--- src/rtl/vx_ahb_pkg.sv ---
// Shared AHB-Lite encodings and adapter state type for the Vortex line-to-AHB burst bridge.
package vx_ahb_pkg;

  localparam logic [1:0] HTRANS_IDLE   = 2'b00;
  localparam logic [1:0] HTRANS_BUSY   = 2'b01;
  localparam logic [1:0] HTRANS_NONSEQ = 2'b10;
  localparam logic [1:0] HTRANS_SEQ    = 2'b11;

  localparam logic [2:0] HBURST_SINGLE = 3'b000;
  localparam logic [2:0] HBURST_INCR   = 3'b001;
  localparam logic [2:0] HBURST_INCR4  = 3'b011;
  localparam logic [2:0] HBURST_INCR8  = 3'b101;
  localparam logic [2:0] HBURST_INCR16 = 3'b111;

  typedef enum logic [2:0] {IDLE, ADDR, BURST, LAST, RESP, ABORT} ahb_adp_state_e;

  function automatic logic [2:0] hsize_enc(input int bytes);
    return 3'($clog2(bytes));
  endfunction

  // Fixed-length bursts only where AHB defines one; anything else is open-ended INCR.
  function automatic logic [2:0] hburst_enc(input int beats, input bit use_burst);
    if (!use_burst) return HBURST_SINGLE;
    case (beats)
      4:       return HBURST_INCR4;
      8:       return HBURST_INCR8;
      16:      return HBURST_INCR16;
      default: return HBURST_INCR;
    endcase
  endfunction

endpackage

--- src/rtl/vx_ahb_beat_ctr.sv ---
// Modulo-BEATS beat counter; one instance tracks address phases, another data phases.
module vx_ahb_beat_ctr #(
  parameter int BEATS = 16,
  parameter int CW    = 4
) (
  input  logic          clk,
  input  logic          reset,
  input  logic          clr,
  input  logic          en,
  output logic [CW-1:0] cnt,
  output logic          last
);

  assign last = (cnt == CW'(BEATS - 1));

  always_ff @(posedge clk) begin
    if (reset || clr) cnt <= '0;
    else if (en)      cnt <= last ? '0 : cnt + CW'(1);
  end

endmodule

--- src/rtl/vx_ahb_burst_adapter.sv ---
// Splits one Vortex cache-line request into pipelined AHB-Lite beats and reassembles read lines.
module vx_ahb_burst_adapter
  import vx_ahb_pkg::*;
#(
  parameter int VX_DATA_WIDTH  = 512,
  parameter int VX_ADDR_WIDTH  = 32 - $clog2(VX_DATA_WIDTH/8),
  parameter int VX_TAG_WIDTH   = 8,
  parameter int AHB_DATA_WIDTH = 32,
  parameter int AHB_ADDR_WIDTH = 32,
  parameter int USE_BURST      = 1
) (
  input  logic                        clk,
  input  logic                        reset,
  input  logic                        mem_req_valid,
  output logic                        mem_req_ready,
  input  logic                        mem_req_rw,
  input  logic [VX_DATA_WIDTH/8-1:0]  mem_req_byteen,
  input  logic [VX_ADDR_WIDTH-1:0]    mem_req_addr,
  input  logic [VX_DATA_WIDTH-1:0]    mem_req_data,
  input  logic [VX_TAG_WIDTH-1:0]     mem_req_tag,
  output logic                        mem_rsp_valid,
  input  logic                        mem_rsp_ready,
  output logic [VX_DATA_WIDTH-1:0]    mem_rsp_data,
  output logic [VX_TAG_WIDTH-1:0]     mem_rsp_tag,
  output logic                        mem_rsp_error,
  output logic                        bus_error,
  output logic                        HSEL,
  output logic [AHB_ADDR_WIDTH-1:0]   HADDR,
  output logic                        HWRITE,
  output logic [1:0]                  HTRANS,
  output logic [2:0]                  HBURST,
  output logic [2:0]                  HSIZE,
  output logic [AHB_DATA_WIDTH-1:0]   HWDATA,
  output logic [AHB_DATA_WIDTH/8-1:0] HWSTRB,
  input  logic [AHB_DATA_WIDTH-1:0]   HRDATA,
  input  logic                        HREADY,
  input  logic                        HRESP
);

  localparam int BEATS    = VX_DATA_WIDTH / AHB_DATA_WIDTH;
  localparam int STRB_W   = AHB_DATA_WIDTH / 8;
  localparam int LINE_OFS = $clog2(VX_DATA_WIDTH / 8);
  localparam int CW       = (BEATS > 1) ? $clog2(BEATS) : 1;

  localparam logic [2:0] SIZE_T  = hsize_enc(STRB_W);
  localparam logic [2:0] BURST_T = hburst_enc(BEATS, USE_BURST != 0);
  localparam logic [1:0] TR_NEXT = (USE_BURST != 0) ? HTRANS_SEQ : HTRANS_NONSEQ;

  ahb_adp_state_e state, state_n;

  logic [AHB_ADDR_WIDTH-1:0]              base;
  logic                                   rw;
  logic [BEATS-1:0][AHB_DATA_WIDTH-1:0]   wdata, rbuf;
  logic [BEATS-1:0][STRB_W-1:0]           wstrb;
  logic [VX_TAG_WIDTH-1:0]                tag;
  logic                                   rsp_err;
  logic [CW-1:0]                          a_cnt, d_cnt;
  logic                                   a_last, d_last;
  logic                                   accept, data_ph, err_hit, a_en, d_en;

  assign accept  = (state == IDLE) && mem_req_valid;
  assign data_ph = (state == BURST) || (state == LAST);
  // First cycle of a two-cycle ERROR response; the counters freeze because HREADY is low.
  assign err_hit = data_ph && !HREADY && HRESP;
  assign a_en    = HREADY && ((state == ADDR) || (state == BURST));
  assign d_en    = HREADY && data_ph;

  vx_ahb_beat_ctr #(.BEATS(BEATS), .CW(CW)) u_actr (
    .clk(clk), .reset(reset), .clr(accept), .en(a_en), .cnt(a_cnt), .last(a_last)
  );

  vx_ahb_beat_ctr #(.BEATS(BEATS), .CW(CW)) u_dctr (
    .clk(clk), .reset(reset), .clr(accept), .en(d_en), .cnt(d_cnt), .last(d_last)
  );

  always_ff @(posedge clk) begin
    if (reset) state <= IDLE;
    else       state <= state_n;
  end

  always_comb begin
    state_n = state;
    case (state)
      IDLE:  if (mem_req_valid) state_n = ADDR;
      ADDR:  if (HREADY) begin
               if (BEATS == 1) state_n = LAST;
               else            state_n = BURST;
             end
      BURST: if (err_hit)               state_n = ABORT;
             else if (HREADY && a_last) state_n = LAST;
      LAST:  if (err_hit)               state_n = ABORT;
             else if (HREADY && d_last) state_n = rw ? IDLE : RESP;
      RESP:  if (mem_rsp_ready) state_n = IDLE;
      ABORT: if (HREADY) state_n = rw ? IDLE : RESP;
      default: state_n = IDLE;
    endcase
  end

  always_comb begin
    mem_req_ready = 1'b0;
    mem_rsp_valid = 1'b0;
    HSEL          = 1'b0;
    HADDR         = '0;
    HWRITE        = 1'b0;
    HTRANS        = HTRANS_IDLE;
    HBURST        = HBURST_SINGLE;
    HSIZE         = 3'b000;
    HWDATA        = '0;
    HWSTRB        = '0;
    case (state)
      IDLE: mem_req_ready = 1'b1;
      ADDR, BURST: begin
        HSEL   = 1'b1;
        HADDR  = base + (AHB_ADDR_WIDTH'(a_cnt) << $clog2(STRB_W));
        HWRITE = rw;
        HBURST = BURST_T;
        HSIZE  = SIZE_T;
        HTRANS = (state == ADDR) ? HTRANS_NONSEQ : TR_NEXT;
      end
      LAST: HSEL = 1'b1;
      RESP: mem_rsp_valid = 1'b1;
      default: ;
    endcase
    if (data_ph && rw) begin
      HWDATA = wdata[d_cnt];
      HWSTRB = wstrb[d_cnt];
    end
    // Cancel the pending address phase as soon as the slave signals ERROR.
    if (err_hit) HTRANS = HTRANS_IDLE;
  end

  always_ff @(posedge clk) begin
    if (reset) begin
      base      <= '0;
      rw        <= 1'b0;
      wdata     <= '0;
      wstrb     <= '0;
      tag       <= '0;
      rbuf      <= '0;
      rsp_err   <= 1'b0;
      bus_error <= 1'b0;
    end else begin
      if (accept) begin
        base    <= AHB_ADDR_WIDTH'({mem_req_addr, {LINE_OFS{1'b0}}});
        rw      <= mem_req_rw;
        wdata   <= mem_req_data;
        wstrb   <= mem_req_byteen;
        tag     <= mem_req_tag;
        rbuf    <= '0;
        rsp_err <= 1'b0;
      end
      if (d_en && !rw) rbuf[d_cnt] <= HRDATA;
      if ((state == ABORT) && HREADY) begin
        if (rw) bus_error <= 1'b1;
        else    rsp_err   <= 1'b1;
      end
    end
  end

  assign mem_rsp_data  = rbuf;
  assign mem_rsp_tag   = tag;
  assign mem_rsp_error = rsp_err;

endmodule
--- config.mk ---
export PLATFORM = sky130hd
export DESIGN_NAME = vx_ahb_burst_adapter
export DESIGN_NICKNAME = d
export VERILOG_FILES = /design/src/rtl/vx_ahb_pkg.sv /design/src/rtl/vx_ahb_beat_ctr.sv /design/src/rtl/vx_ahb_burst_adapter.sv
export SDC_FILE = /design/constraint.sdc
export NUM_CORES = 2
export LEC_CHECK = 0
export BUFFER_PORTS_ARGS = -buffer_cell sky130_fd_sc_hd__buf_2
export CORE_AREA = 3 3 488 490
export CTS_CLUSTER_DIAMETER = 50
export DETAILED_ROUTE_END_ITERATION = 10
export DIE_AREA = 0 0 491 493
export HOLD_SLACK_MARGIN = 0.05
export SKIP_LAST_GASP = 1
export SLEW_MARGIN = 10
export SYNTH_ARGS = -nofsm -noshare
export SYNTH_HDL_FRONTEND = slang
export SYNTH_SLANG_ARGS = --single-unit
--- constraint.sdc ---
create_clock -name clk -period 2 [get_ports clk]
set_clock_uncertainty 0.1 [all_clocks]
set_input_delay 0.1 -clock clk [delete_from_list [all_inputs] [get_ports clk]]
set_output_delay 0.1 -clock clk [all_outputs]
set_load 0.01 [all_outputs]
==> summary.md, run 1 <==
| Metric | Value |
|---|---|
| Number of library cell types mapped by synthesis | 42 |
| Fraction of registers with async set/reset | 0 |
| Placed Area | 56,900 sq um |
| TritonCTS Buffers | roughly 140 |
| # rows | between 150 and 200 |
| Vias in the first global route | 56,615 |
| CTS HTree Levels | 4 |
| Placer Congestion | 0.952 |
| Seq/Total Area, Yosys | 0.502 |
| Die Wd | 491 um |
| GRT Util Overall | 0.216 |
| Post-DP HPWL | 170 mm |
| Last stage | 5_1_grt |
| Syn Area/Cell | 8.29 sq um |
| Maximum buffer depth of the clock tree | 3 |
| Grt ovf | 27 |
| Flops & latches, synth | 1,136 |
| # port buffers | 1,246 |
| CTS root buffer | clkbuf_16 |
| Clock sink total | 1,136 |
| Number of synthesized flops with an enable pin | 0 |
| Synthesized cell area | around 45,000 sq um |
| Post-Synthesis Cells | 5,467 |
| Stop err | [ERROR GRT-0116] Global routing finished with congestion. Check the congestion regions in the DRC Viewer. |
| Die Y | 493 um |
| Largest net degree at the start of global routing | about 100 |
| Starting density of the core | 0.193 |
| Status | did not finish |
| Synth warn | 0 |
| I/O pin cnt | 1,251 |
| Placed Cells | 9,677 |
| Global-route wire length before repair | 384 mm |
| Dominant synthesized flop cell | dfxtp_1 |
| Pre-CTS setup slack | -0.414 ns |
==> synth_stat cells, types with 36 or more instances <==
master	count	area, sq um
clkbuf_1	212	796
mux4_2	144	3240
o22ai_1	36	225
buf_1	43	161
dfxtp_1	1136	22700
a21oi_1	1134	5680
buf_2	213	1070
nand3_1	524	2620
buf_4	67	503
mux2i_1	73	731
and2_1	36	225
nand2_1	1755	6590
==> logic make-up after synthesis <==
family	synth area share
compound gates	0.132
simple gates	0.218
other cells	0.0000827
mux	0.0879
fa+ha+maj	0.00138
flops	0.502
buf+inv	0.0582
xor+xnor	0.000387
==> per-stage QoR <==
step | hold WS [ns] | TNS, ns | utilization
floorplan | 0.136 | 0 | -
global placement | 0.242 | -53.22 | 0.243
detailed placement | 0.246 | -69.56 | 0.243
CTS | 0.0518 | -229.41 | 0.329
==> per-layer routing <==
layer / GRT overflow / GRT usage
met5: 0 / 0.00744
met4: 11 / 0.171
met1: 2 / 0.232
met3: 1 / 0.0705
met2: 13 / 0.351
==> repair_timing <==
item,CTS
hold buffers,1215
endpoints found under the hold margin,1136
endpoints found under the setup margin,589
pin swaps,64
buffers inserted,81
gates cloned,45
gates resized for setup,250
==> inputs of run 2 (changes only) <==
Settings changed: CORE_AREA 3 3 488 490 to 3 3 484 486, CTS_CLUSTER_DIAMETER 50 to unset, DIE_AREA 0 0 491 493 to 0 0 487 489, HOLD_SLACK_MARGIN 0.05 to unset, PLACE_DENSITY_LB_ADDON set to 0.15.
Clock period 2 ns to 2.6 ns, I/O delays scaled along.
==> run 2 against run 1 <==
Compared with the run above:
- synthesized cell count unchanged
- synthesized area unchanged
- the flow now finishes, with violations (negative setup slack)
==> summary.md, run 2 <==
| Metric | Value |
|---|---|
| CTS root buffer | clkbuf_16 (unchanged) |
| Clock slew at the register clock pins of the worst setup and hold paths | about 0.05 ns |
| Top cell type's share of synthesized area | 0.502 (unchanged) |
| Dominant synthesized flop cell | dfxtp_1 (unchanged) |
| Max Fanout on Critical Path | 10 |
| # rows | 176 (was 178) |
| Placer Congestion | 0.815 (was 0.952) |
| Synthesized cell area | 45,300 sq um (unchanged) |
| Routed length per instance | 23.4 um |
| CP Launch Type | flip-flop |
| Fraction of registers with async set/reset | 0 (unchanged) |
| Pwr Density | about 760 nW/um^2 |
| MaxCap Viol Count | 0 |
| Drt drc | 0 |
| Top cells by count, synth | 1,755 x nand2_1, 1,136 x dfxtp_1, 1,134 x a21oi_1 (unchanged) |
| Unrepaired setup endpoints after global routing | true |
| Grt ovf | 0 |
| Clk_lat worst skew | 0.79 ns |
| TritonCTS Buffers | 144 (was 142) |
| Slew @ Worst Pin | 0.974 ns |
| Commonest non-fill, non-tap cell in the layout | nand2_1 |
| Pre-CTS setup slack | -0.0283 ns (was -0.414 ns) |
| Top post-synthesis cells by area | dfxtp_1 50%, nand2_1 15%, a21oi_1 13% (unchanged) |
| Core Area | 230,000 sq um |
| Fin. max-slew vios | 0 |
| Synth Area in Compound Gates | 0.132 (unchanged) |
| Main combinational cell family by area after synthesis | simple AND/OR/NAND/NOR gates (unchanged) |
| Most frequent cell after synthesis | nand2_1 (unchanged) |
| Hold Violations, Final | 0 |
| # port buffers | 1,246 (unchanged) |
| FMAX | 326 MHz |
| Global-route wire length before repair | 357 mm |
| Status | finished, violations left (was did not finish) |
| Most frequent cells in the layout | 1,752 x nand2_1, 1,317 x dlygate4sd3_1, 1,235 x buf_2 |
| Post-DP HPWL | 177 mm (was 170 mm) |
| Largest area contributor in the netlist | dfxtp_1 (unchanged) |
| Die Wd | 487 um (was 491 um) |
| Vias | 49,598 |
| Post-Synth Adder-Cell Area | 0.00138 (unchanged) |
| Failing checks | negative setup slack |
| Post-Synthesis Cells | 5,467 (unchanged) |
| Final Util | 0.324 |
| Vias in the first global route | approximately 50,000 |
| Largest net degree at the start of global routing | 137 |
| Starting density of the core | 0.197 (was 0.193) |
| Final setup viols | between 50 and 60 |
| Minimum clock period | 3.07 ns |
| Number of library cell types mapped by synthesis | 42 (unchanged) |
| Number of synthesized flops with an enable pin | 0 (unchanged) |
| Layout cells sized above 1 | 0.241 |
| Mux cell area share after synthesis | 0.0879 (unchanged) |
| Synth warn | 0 (unchanged) |
| CTS HTree Levels | 4 (unchanged) |
| CP Capture Type | output pin |
| Worst Path Required | 2.37 ns |
| Initial DRC Count | roughly 3,200 |
| Seq/Total Area, Yosys | 0.502 (unchanged) |
| Worst VDD drop | ~0.63 mV |
| Die Y | 489 um (was 493 um) |
| I/O pin cnt | 1,251 (unchanged) |
| Maximum buffer depth of the clock tree | 3 (unchanged) |
| Leak Pwr | 0.0295 uW |
| Worst hold path class | in2reg |
| Area of the die | 238,000 sq um |
| Area Overhead vs Synth | 64.6% |
| Flops & latches, synth | 1,136 (unchanged) |
| Vias/cell | 4.50 |
| First-pass detailed-route iteration total | 7 |
| Final nets | 8,522 |
| Fin area | 74,600 sq um |
| Worst Path Arrival | between 2 and 3 ns |
| Routed wire length | 258 mm |
| Clock sink total | 1,136 (unchanged) |
| Initial antenna violation count | 35 |
| Simple-gate share of the synthesized area | 0.218 (unchanged) |
| XOR/XNOR Fraction of Synth Area | 0.000386 (unchanged) |
| Worst slew margin | 0.351 |
| Period utilization | 1.18 |
| Final ANT Viol Nets | 0 |
| WS Path Type | reg2out |
| Syn Area/Cell | 8.29 sq um (unchanged) |
| GRT Util Overall | 0.205 |
| CTS tree | done |
| Final setup margin | -0.471 ns |
| Placed Area | 54,800 sq um (was 56,900 sq um) |
run 2: cell counts after synthesis:
Identical to the previous run, type by type.
run 2: final timing paths:
kind	startpoint	to	slack, ns	cells after the start
max	u_dctr.cnt[0]	HWDATA[23]	-0.47	7
min	mem_req_data[414]	wdata[414]	0.09	4
max reg2reg	u_dctr.cnt[0]	mem_rsp_data[60]	-0.02	11
min reg2reg	base[29]	base[29]	0.35	2
run 2: final cells by class:
type / instances / area, sq um
timing repair buffer: 2796 / 22800
inverter: 3 / 11.3
tap: 3026 / 3790
multi-input combinational: 3787 / 20300
clock inverter: 35 / 633
antenna: 19 / 47.5
clock buffer: 219 / 4270
fill: 24147 / 156000
sequential: 1136 / 22800
run 2: logic make-up (layout without fill, tap and decap cells):
| logic type | after synthesis | in the layout |
|---|---|---|
| AOI/OAI and AO/OA | 1181 | 1181 |
| xor gates and xnor gates | 2 | 2 |
| adders and majority gates | 5 | 5 |
| buffers and inverters | 547 | 3053 |
| DFF | 1136 | 1136 |
| muxes | 218 | 218 |
| other | 1 | 23 |
| and+or+nand+nor | 2377 | 2377 |
run 2: stage by stage:
step,setup TNS (ns),total power (uW),std cells,hold slack (ns)
finish,-14.75,56800,11021,0.0950
global route,-43.78,59500,11019,0.0423
CTS,-21.53,56700,10963,0.0000235
detailed placement,-0.0361,32700,9365,0.276
global placement,-0.0324,32600,9365,0.272
floorplan,0,27500,5470,0.166
run 2: repair_timing:
action	in CTS	in global routing
pin swaps	1	2
hold buffers	1317	0
hold endpoints to repair	1136	0
endpoints found under the setup margin	71	346
gates cloned	7	12
buffers inserted	20	29
resized for setup	65	91
run 2: critical path, stage by stage (launching register included):
cell,delay [ns]
dfxtp_4,0.40
buf_12,0.18
buf_16,0.17
buf_16,0.16
mux4_2,0.59
mux2i_4,0.21
o22ai_1,0.13
buf_2,0.17
run 2: per-layer routing:
layer / share of wire / GRT usage / up-vias / wire [um]
li1: - / - / 23226 / -
met2: 0.50 / 0.360 / 1821 / 128000
met3: 0.056 / 0.0363 / 424 / 14400
met4: 0.039 / 0.0769 / 12 / 10100
met5: 0.00027 / 0 / - / 69
met1: 0.41 / 0.248 / 24115 / 105000
run 2: report_power, final:
group	switching (uW)	internal [uW]	leakage (uW)
registers	1050	19300	0.00924
logic	9020	6590	0.0179
clock network	8720	12200	0.00238
total	18800	38000	0.0295
Note: power is estimated with default switching activity, not from simulation.
